`src/rtl/knight_pkg.sv`:
```
// Shared constants and types for the KnightsTour command link:
// protocol bytes, opcodes, headings, and the UART/assembler state encodings.
package knight_pkg;

    localparam int BAUD_DIV_DEFAULT = 2604;

    localparam logic [7:0]  POS_ACK      = 8'hA5;
    localparam logic [15:0] CAL_GYRO     = 16'h2000;
    localparam logic [3:0]  MOVE         = 4'h4;
    localparam logic [3:0]  MOVE_FANFARE = 4'h5;

    localparam logic [7:0] NORTH = 8'h00;
    localparam logic [7:0] EAST  = 8'hBF;
    localparam logic [7:0] SOUTH = 8'h7F;
    localparam logic [7:0] WEST  = 8'h3F;

    typedef enum logic {HIGH, LOW} asm_state_t;
    typedef enum logic {RX_IDLE, RX_RECV} rx_state_t;

    // Serial frame as shifted out LSB first: start bit, data, stop bit.
    function automatic logic [9:0] tx_frame(input logic [7:0] data);
        return {1'b1, data, 1'b0};
    endfunction

endpackage

```
`src/rtl/uart_wrapper_if.sv`:
```
// Pin- and command-side signals of the RemoteComm responder.
// slave = the wrapper, master = the host/consumer side driving it.
interface uart_wrapper_if;
    logic        RX;
    logic        TX;
    logic [15:0] cmd;
    logic        cmd_rdy;
    logic        clr_cmd_rdy;
    logic [7:0]  resp;
    logic        trmt;
    logic        tx_done;

    modport slave (
        input  RX, clr_cmd_rdy, resp, trmt,
        output TX, cmd, cmd_rdy, tx_done
    );

    modport master (
        output RX, clr_cmd_rdy, resp, trmt,
        input  TX, cmd, cmd_rdy, tx_done
    );
endinterface

```
`src/rtl/uart_wrapper_uart.sv`:
```
// Full-duplex 8N1 byte UART; RX and TX run independently off one clock.
// Shared with RemoteComm on the host side.
module uart
    import knight_pkg::*;
#(
    parameter int BAUD_DIV = BAUD_DIV_DEFAULT
) (
    input  logic       clk,
    input  logic       rst_n,
    input  logic       RX,
    output logic       TX,
    output logic       rx_rdy,
    input  logic       clr_rx_rdy,
    output logic [7:0] rx_data,
    input  logic       trmt,
    input  logic [7:0] tx_data,
    output logic       tx_done
);

    localparam int CW = $clog2(BAUD_DIV + 1);
    localparam logic [CW-1:0] FULL_LOAD = CW'(BAUD_DIV - 1);
    localparam logic [CW-1:0] HALF_LOAD = CW'(BAUD_DIV / 2 - 1);

    logic            r_rx_ff1, r_rx_ff2, r_rx_ff3;
    rx_state_t       r_rx_state;
    logic [CW-1:0]   r_rx_baud;
    logic [3:0]      r_rx_bits;
    logic [7:0]      r_rx_shift;
    logic [7:0]      r_rx_data;
    logic            r_rx_rdy;
    logic            w_start;

    logic            r_tx_busy;
    logic [9:0]      r_tx_shift;
    logic [CW-1:0]   r_tx_baud;
    logic [3:0]      r_tx_bits;
    logic            r_tx_done;

    assign w_start = r_rx_ff3 & ~r_rx_ff2;

    // Nine samples (start + 8 data) pass through an 8-bit shifter, so the
    // start bit falls off the end and the register holds exactly the data byte.
    always_ff @(posedge clk or negedge rst_n) begin
        if (!rst_n) begin
            r_rx_ff1   <= 1'b1;
            r_rx_ff2   <= 1'b1;
            r_rx_ff3   <= 1'b1;
            r_rx_state <= RX_IDLE;
            r_rx_baud  <= '0;
            r_rx_bits  <= '0;
            r_rx_shift <= '0;
            r_rx_data  <= '0;
            r_rx_rdy   <= 1'b0;
        end else begin
            r_rx_ff1 <= RX;
            r_rx_ff2 <= r_rx_ff1;
            r_rx_ff3 <= r_rx_ff2;
            if (clr_rx_rdy)
                r_rx_rdy <= 1'b0;
            case (r_rx_state)
                RX_IDLE: begin
                    if (w_start) begin
                        r_rx_state <= RX_RECV;
                        r_rx_baud  <= HALF_LOAD;
                        r_rx_bits  <= '0;
                        r_rx_rdy   <= 1'b0;
                    end
                end
                RX_RECV: begin
                    if (r_rx_baud == '0) begin
                        r_rx_shift <= {r_rx_ff2, r_rx_shift[7:1]};
                        r_rx_bits  <= r_rx_bits + 4'd1;
                        r_rx_baud  <= FULL_LOAD;
                        if (r_rx_bits == 4'd9) begin
                            r_rx_state <= RX_IDLE;
                            r_rx_data  <= r_rx_shift;
                            r_rx_rdy   <= 1'b1;
                        end
                    end else begin
                        r_rx_baud <= r_rx_baud - 1'b1;
                    end
                end
                default: r_rx_state <= RX_IDLE;
            endcase
        end
    end

    always_ff @(posedge clk or negedge rst_n) begin
        if (!rst_n) begin
            r_tx_busy  <= 1'b0;
            r_tx_shift <= '1;
            r_tx_baud  <= '0;
            r_tx_bits  <= '0;
            r_tx_done  <= 1'b0;
        end else if (!r_tx_busy) begin
            if (trmt) begin
                r_tx_shift <= tx_frame(tx_data);
                r_tx_busy  <= 1'b1;
                r_tx_baud  <= FULL_LOAD;
                r_tx_bits  <= '0;
                r_tx_done  <= 1'b0;
            end
        end else if (r_tx_baud == '0) begin
            if (r_tx_bits == 4'd9) begin
                r_tx_busy <= 1'b0;
                r_tx_done <= 1'b1;
            end else begin
                r_tx_shift <= {1'b1, r_tx_shift[9:1]};
                r_tx_bits  <= r_tx_bits + 4'd1;
                r_tx_baud  <= FULL_LOAD;
            end
        end else begin
            r_tx_baud <= r_tx_baud - 1'b1;
        end
    end

    assign TX      = r_tx_shift[0];
    assign rx_rdy  = r_rx_rdy;
    assign rx_data = r_rx_data;
    assign tx_done = r_tx_done;

endmodule

```
`src/rtl/uart_wrapper.sv`:
```
// RemoteComm responder: pairs received UART bytes (high first) into 16-bit
// commands for cmd_proc and forwards response bytes out over TX.
module uart_wrapper
    import knight_pkg::*;
#(
    parameter int BAUD_DIV = BAUD_DIV_DEFAULT
) (
    input  logic            clk,
    input  logic            rst_n,
    uart_wrapper_if.slave   bus
);

    logic        w_rx_rdy;
    logic [7:0]  w_rx_data;
    logic        w_clr_rx_rdy;

    asm_state_t  r_state;
    logic [7:0]  r_high_byte;
    logic [15:0] r_cmd;
    logic        r_cmd_rdy;

    // Every received byte is consumed in the cycle it appears, in either state.
    assign w_clr_rx_rdy = w_rx_rdy;

    uart #(
        .BAUD_DIV(BAUD_DIV)
    ) u_uart (
        .clk        (clk),
        .rst_n      (rst_n),
        .RX         (bus.RX),
        .TX         (bus.TX),
        .rx_rdy     (w_rx_rdy),
        .clr_rx_rdy (w_clr_rx_rdy),
        .rx_data    (w_rx_data),
        .trmt       (bus.trmt),
        .tx_data    (bus.resp),
        .tx_done    (bus.tx_done)
    );

    always_ff @(posedge clk or negedge rst_n) begin
        if (!rst_n) begin
            r_state     <= HIGH;
            r_high_byte <= '0;
            r_cmd       <= '0;
            r_cmd_rdy   <= 1'b0;
        end else begin
            case (r_state)
                HIGH: begin
                    if (w_rx_rdy) begin
                        r_high_byte <= w_rx_data;
                        r_cmd_rdy   <= 1'b0;
                        r_state     <= LOW;
                    end else if (bus.clr_cmd_rdy) begin
                        r_cmd_rdy <= 1'b0;
                    end
                end
                LOW: begin
                    // Setting takes priority over a coincident clr_cmd_rdy.
                    if (w_rx_rdy) begin
                        r_cmd     <= {r_high_byte, w_rx_data};
                        r_cmd_rdy <= 1'b1;
                        r_state   <= HIGH;
                    end else if (bus.clr_cmd_rdy) begin
                        r_cmd_rdy <= 1'b0;
                    end
                end
                default: r_state <= HIGH;
            endcase
        end
    end

    assign bus.cmd     = r_cmd;
    assign bus.cmd_rdy = r_cmd_rdy;

endmodule

```
`src/flat_wrapper.sv`:
```
// flat-port wrapper written by rule: the top's interface ports become plain ports
module uart_wrapper_flat import knight_pkg::*;
#(
    parameter int BAUD_DIV = BAUD_DIV_DEFAULT
)
  (clk, rst_n, bus_RX, bus_clr_cmd_rdy, bus_resp, bus_trmt, bus_TX, bus_cmd, bus_cmd_rdy, bus_tx_done);
  uart_wrapper_if bus_i ();
  input  logic clk;
  input  logic rst_n;
  input wire logic [$bits(bus_i.RX)-1:0] bus_RX;
  input wire logic [$bits(bus_i.clr_cmd_rdy)-1:0] bus_clr_cmd_rdy;
  input wire logic [$bits(bus_i.resp)-1:0] bus_resp;
  input wire logic [$bits(bus_i.trmt)-1:0] bus_trmt;
  output wire logic [$bits(bus_i.TX)-1:0] bus_TX;
  output wire logic [$bits(bus_i.cmd)-1:0] bus_cmd;
  output wire logic [$bits(bus_i.cmd_rdy)-1:0] bus_cmd_rdy;
  output wire logic [$bits(bus_i.tx_done)-1:0] bus_tx_done;
  assign bus_i.RX = bus_RX;
  assign bus_i.clr_cmd_rdy = bus_clr_cmd_rdy;
  assign bus_i.resp = bus_resp;
  assign bus_i.trmt = bus_trmt;
  assign bus_TX = bus_i.TX;
  assign bus_cmd = bus_i.cmd;
  assign bus_cmd_rdy = bus_i.cmd_rdy;
  assign bus_tx_done = bus_i.tx_done;
  uart_wrapper #(.BAUD_DIV(BAUD_DIV)) u_core (.clk(clk), .rst_n(rst_n), .bus(bus_i));
endmodule
```
`config.mk`:
```
export PLATFORM = sky130hd
export DESIGN_NAME = uart_wrapper_flat
export DESIGN_NICKNAME = d
export VERILOG_FILES = /design/src/rtl/knight_pkg.sv /design/src/rtl/uart_wrapper_if.sv /design/src/rtl/uart_wrapper_uart.sv /design/src/rtl/uart_wrapper.sv /design/src/flat_wrapper.sv
export SDC_FILE = /design/constraint.sdc
export NUM_CORES = 1
export LEC_CHECK = 0
export BUFFER_PORTS_ARGS = -buffer_cell sky130_fd_sc_hd__buf_2
export CORE_MARGIN = 10
export CORE_UTILIZATION = 35
export CTS_CLUSTER_DIAMETER = 40
export DETAILED_ROUTE_END_ITERATION = 7
export GPL_ROUTABILITY_DRIVEN = 0
export GPL_TIMING_DRIVEN = 0
export PLACE_DENSITY = 0.58
export SYNTH_ARGS = -nofsm -noshare
export SYNTH_HDL_FRONTEND = slang
export SYNTH_SLANG_ARGS = --single-unit
```
`constraint.sdc`:
```
create_clock -name clk -period 2.2 [get_ports clk]
set_input_delay 0.22 -clock clk [delete_from_list [all_inputs] [get_ports clk]]
set_output_delay 0.22 -clock clk [all_outputs]
set_load 0.02 [all_outputs]
```
==> impl_metrics.tcl, run 1 <==
set metrics [dict create \
    fin_cells 570 \
    switching_share_pct 31.0 \
    hpwl_um 5880 \
    die_h_um 129 \
    routed_wl_um 8570 \
    cts_max_level 3 \
    critPathRequiredTime_ns 2.47 \
    tns_ns -0.229 \
    fin_skew_ns 0.00710 \
    synth_ff_type "dfrtp_1" \
    async_flop_share_pct 100 \
    slew_viol_final 0 \
    final.setup.worst_slack_ns -0.0389 \
    rsz0062_at_grt "true" \
    yosys_register_bits 90 \
    antenna_left 0 \
    syn_avg_cell_area_sq_um 11.9 \
    yosysWarnings 0 \
    violations "setup timing" \
    power_leakage_nw 2.43 \
    peakVddDrop_mv 0.453 \
    io_pins 32 \
    vias 2921 \
    grt_antenna_before_repair 0 \
    tightest_slew_ns 0.663 \
    fp.dieArea_sq_um 16700 \
    final_cell_mix "dfrtp_1 (78), mux2_2 (46), buf_2 (30), nand2_1 (27), buf_4 (25)" \
    cp-start-kind "flop" \
    relSlewSlack_pct 55.8 \
    yosys.area.top_type "dfrtp_1" \
    port_buffers 31 \
    drv_cap 0 \
    hold-worst-slack_ns 0.125 \
    final_layout_size_suffix_gt1_share_pct 37.7 \
    first_iter_violations 152 \
    start_util_pct 36.2 \
    grt_max_degree 55 \
    netSwitchingPower_mw 1.53 \
    synth-seq-area-share_pct 54.4 \
    vias_per_cell 5.12 \
    grt_pass1_vias 3023 \
    cp-end-kind "flop" \
    fin_util_pct 45.0 \
    core_area_sq_um 11500 \
    clk_root_buffer_cell "clkbuf_16" \
    p_per_area_nw_per_um2 953 \
    arrival_ns 2.50 \
    internal_power_mw 3.41 \
    diodes 0 \
    power.share.clock_pct 31.6 \
    fmax_mhz 447 \
    post-synth-top-area-fraction_pct 46.8 \
    setup-violations-final 8 \
    power_mw 4.94 \
    hp-class "in -> reg" \
    cts.sinks 90 \
    status "finished, violations left" \
    track_usage_pct 10.7 \
    wire_per_inst_um 15.0 \
    final_common_cell "dfrtp_1" \
    final_nets 445 \
    hold_viol_final 0 \
    fillCellCount 1082 \
    grt_pass1_wl_um 14500 \
    clockBufferDepth 2 \
    clock_latency_ns 0.34 \
    path_class "reg -> reg" \
    die_x_um 129 \
    finalCriticalPeriod_ns 2.24 \
    post-route-drc-count 0 \
    rows 39 \
    dp_cells 525 \
    final.period_utilization_pct 102 \
    yosys-top-cells-area "dfrtp_1 (47%), mux2_2 (14%), dfstp_2 (7.6%)" \
    cts_tree "done" \
    netlist_area_sq_um 4170 \
    p_seq_share_pct 45.3 \
    clkTransAtPathRegs_ns 0.06 \
    combPwrFrac_pct 23.1 \
    areaGrowthSynthToFinish_pct 24.3 \
    synth_cells 350 \
    syn_nets 373 \
    critPathMaxFanout 8 \
    synth_cell_types 57 \
    grt.overflow.total 0 \
    dr.pass1.iters 4 \
    cts_made_buffers 9 \
    synth_edf_count 0 \
]
[synthesized netlist by cell type, types with 3 or more instances]
| cell type | n |
|---|---|
| o21ai_0 | 15 |
| o211ai_1 | 3 |
| nand3b_1 | 5 |
| mux2_2 | 50 |
| mux2i_1 | 5 |
| nor3_1 | 11 |
| nand3_1 | 9 |
| nand4_1 | 4 |
| o31ai_1 | 4 |
| dfstp_2 | 12 |
| dfrtp_1 | 78 |
| or3_1 | 8 |
| nor4_1 | 3 |
| a21oi_1 | 12 |
| or4_1 | 7 |
| nand2_1 | 27 |
| ha_1 | 10 |
| nor2_1 | 16 |
| inv_1 | 16 |
| clkbuf_1 | 8 |
| nand2b_1 | 3 |
[stage by stage]
step,instance area [sq um],setup WS [ns]
3_3_place_gp,4500,-0.476
3_5_place_dp,4530,-0.538
5_1_grt,5180,-0.0969
2_1_floorplan,4170,-0.0912
6_report,5180,-0.0389
4_1_cts,5120,-0.0882
[flip-flops by register name, summed over array words and instances, names as in the netlist, 4 cells and up]
name / cells
u_core.u_uart.r_rx_bits: 4
u_core.u_uart.rx_data: 8
u_core.u_uart.r_tx_bits: 4
u_core.u_uart.r_rx_baud: 12
u_core.u_uart.r_tx_baud: 12
u_core.bus.cmd: 16
u_core.u_uart.r_rx_shift: 8
u_core.r_high_byte: 8
u_core.u_uart.r_tx_shift: 9
[power by group through the flow]
stage | Sequential, mW | Clock [mW] | Combinational, mW
2_1_floorplan | 2.18 | 0 | 0.696
3_3_place_gp | 2.24 | 0 | 0.851
3_5_place_dp | 2.25 | 0 | 0.904
4_1_cts | 2.22 | 1.60 | 1.12
5_1_grt | 2.28 | 1.67 | 1.29
6_report | 2.24 | 1.56 | 1.14
[logic make-up (layout without fill, tap and decap cells)]
| kind of cell | after synthesis | count (layout) | synth area share, % |
|---|---|---|---|
| AO/OA/AOI/OAI | 55 | 55 | 9.55 |
| XOR/XNOR | 3 | 3 | 0.631 |
| adder cells (fa/ha/maj) | 10 | 10 | 3.00 |
| buffers and inverters | 27 | 103 | 2.79 |
| flip-flops | 90 | 90 | 54.4 |
| multiplexers | 57 | 57 | 15.4 |
| AND/OR/NAND/NOR | 108 | 109 | 14.2 |
[layout make-up]
type	instances	area, sq um	share of cell area, %
Inverter	16	60.1	1.16
Multi-Input combinational cell	234	1900	36.6
Buffer	11	56.3	1.09
Timing Repair Buffer	60	417	8.05
Clock buffer	11	243	4.69
Clock inverter	5	61.3	1.18
Tap cell	143	179	3.45
Sequential cell	90	2270	43.8
[metal layers]
metal	wire length [um]	global-route usage [%]	vias to the layer above
li1	-	-	1420
met1	4010	13.2	1459
met2	4160	17.1	31
met3	248	2.65	11
met4	152	5.08	0
met5	0	0	-
[worst max-delay path: stages, from the launching register on]
cell     delay [ns]
dfrtp_1        0.39
or4_4          0.54
or3_1          0.37
buf_6          0.14
o31ai_4        0.24
buf_6          0.19
mux2_4         0.30
[worst paths after layout]
path	slack, ns	end	startpoint	cells after the start
setup / recovery	-0.04	u_core.u_uart.r_tx_shift[6]	u_core.u_uart.r_tx_baud[5]	6
hold reg to reg	0.36	u_core.u_uart.r_rx_ff2	u_core.u_uart.r_rx_ff1	0
setup reg to reg	-0.04	u_core.u_uart.r_tx_shift[6]	u_core.u_uart.r_tx_baud[5]	6
max in group asynchronous	1.12	u_core.u_uart.r_rx_ff2	rst_n	3
min in group asynchronous	0.40	u_core.u_uart.r_tx_bits[0]	rst_n	2
hold / removal	0.12	u_core.u_uart.r_tx_shift[8]	bus_resp[7]	2
[timing repair]
item | CTS | global route
buffers inserted | 23 | 3
hold buffers | 2 | 0
endpoints found under the setup margin | 47 | 32
hold endpoints to repair | 27 | 0
gates resized for setup | 11 | 10
pin swaps | 11 | 7
gates cloned | 0 | 1
Power figures use the tool's default switching activity.
==> run 2, diff against run 1 <==
- TNS_END_PERCENT: unset -> 20
==> run 2 against run 1 <==
The run still ends with setup timing left; clock power increased by 7%; highest routed layer unchanged; critical endpoint is now u_core.u_uart.r_tx_baud[11]; count of clock-buffer cells in the layout decreased by 1; largest power group unchanged; routed wire length decreased by 2.7%.
==> impl_metrics.tcl, run 2 (same netlist as run 1, synthesis figures left out) <==
set metrics [dict create \
    violations "setup timing" \
    largest_register_ff_count 16 \
    areaGrowthSynthToFinish_pct 22.3 \
    cts_max_level 3 \
    fin_cells 560 \
    path_class "reg -> reg" \
    power_leakage_nw 2.36 \
    multiInputGateArea_sq_um 1870 \
    grt.overflow.total 0 \
    fin_util_pct 44.3 \
    clock_latency_ns 0.34 \
    cts.sinks 90 \
    grt_pass1_wl_um 14000 \
    rsz0062_at_grt "true" \
    slew_viol_final 0 \
    die_x_um 129 \
    critPathMaxFanout 4 \
    clk_root_buffer_cell "clkbuf_16" \
    final_common_cell "dfrtp_1" \
    port_buffers 31 \
    vias_per_cell 5.15 \
    fmax_mhz 443 \
    fillCellCount 1073 \
    routed_wl_um 8330 \
    first_iter_violations 161 \
    grt_max_degree 52 \
    final_layout_size_suffix_gt1_share_pct 36.5 \
    dr.pass1.iters 4 \
    setup-violations-final 10 \
    hold_viol_final 0 \
    fin_skew_ns 0.00812 \
    vias 2885 \
    critPathRequiredTime_ns 2.42 \
    status "finished, violations left" \
    grt_pass1_vias 2835 \
    die_h_um 129 \
    final.period_utilization_pct 103 \
    cp-start-kind "flop" \
    start_util_pct 36.2 \
    cts_tree "done" \
    peakVddDrop_mv 0.421 \
    worstRegToRegCells 5 \
    clockBufferDepth 2 \
    track_usage_pct 10.2 \
    diodes 0 \
    hpwl_um 5830 \
    cp-end-kind "flop" \
    finalCriticalPeriod_ns 2.26 \
    final_cell_mix "dfrtp_1 (77), mux2_2 (46), buf_2 (30), nand2_1 (27)" \
    drv_cap 0 \
    rows 39 \
    cts_made_buffers 9 \
    arrival_ns 2.47 \
    clkTransAtPathRegs_ns 0.07 \
    final.setup.worst_slack_ns -0.0566 \
    tightest_slew_ns 0.638 \
    hp-class "in -> reg" \
    fp.dieArea_sq_um 16700 \
    power_mw 4.95 \
    regArea_sq_um 2270 \
    post-route-drc-count 0 \
    final_nets 435 \
    relSlewSlack_pct 57.0 \
    io_pins 32 \
    p_per_area_nw_per_um2 970 \
    wire_per_inst_um 14.9 \
    antenna_left 0 \
    dp_cells 525 \
    grt_antenna_before_repair 0 \
    core_area_sq_um 11500 \
    hold_depth 2 \
]
## run 2: final cells by class
| class | count | area share [%] |
|---|---|---|
| well taps | 143 | 3.51 |
| flip-flops and latches | 90 | 44.5 |
| multi-input cells | 233 | 36.6 |
| clock buffers | 10 | 4.49 |
| repair buffers | 52 | 6.90 |
| plain buffers | 10 | 0.908 |
| inverters | 16 | 1.18 |
| clock inverters | 6 | 1.87 |
## run 2: path summary, 6_finish.rpt
kind,from,endpoint,slack [ns]
max reg2reg,u_core.u_uart.r_tx_baud[5],u_core.u_uart.r_tx_baud[11],-0.06
min reg2reg,u_core.u_uart.r_rx_ff1,u_core.u_uart.r_rx_ff2,0.36
min,bus_resp[7],u_core.u_uart.r_tx_shift[8],0.12
min in group asynchronous,rst_n,u_core.u_uart.r_tx_baud[9],0.41
max,u_core.u_uart.r_tx_baud[5],u_core.u_uart.r_tx_baud[11],-0.06
max in group asynchronous,rst_n,u_core.u_uart.r_rx_ff3,1.11
## run 2: per-layer routing
metal / track usage [%] / vias to the layer above / routed length [um]
met3: 2.65 / 9 / 226
met1: 13.5 / 1430 / 4100
met2: 15.7 / 33 / 3890
li1: - / 1413 / -
met5: 0 / - / 0
met4: 4.15 / 0 / 121
## run 2: power by group
group,internal [mW],switching [mW]
Combinational,0.498,0.532
Sequential,1.94,0.316
Clock,1.01,0.655
Total,3.44,1.50
## run 2: critical path, stage by stage, from the launching register on
cell and delay [ns]:
dfrtp_1 0.41, or4_4 0.57, or3_4 0.42, buf_6 0.13, o31a_1 0.26, or3_1 0.34
## run 2: repair_timing
item	CTS	global route
endpoints found under the hold margin	29	0
buffers inserted	3	15
setup endpoints to repair	36	36
pin swaps	6	9
gates resized for setup	9	15
hold buffers	2	0
gates cloned	0	0
## run 2: metrics by stage
stage / setup TNS [ns] / hold WS, ns / setup WS [ns] / cell area (sq um)
global placement: -7.01 / 0.327 / -0.542 / 4500
floorplan: -0.226 / -0.0756 / -0.112 / 4170
finish: -0.360 / 0.120 / -0.0566 / 5100
CTS: -1.55 / 0.112 / -0.209 / 4950
global route: -1.39 / 0.116 / -0.111 / 5100
detailed placement: -6.79 / 0.236 / -0.472 / 4530
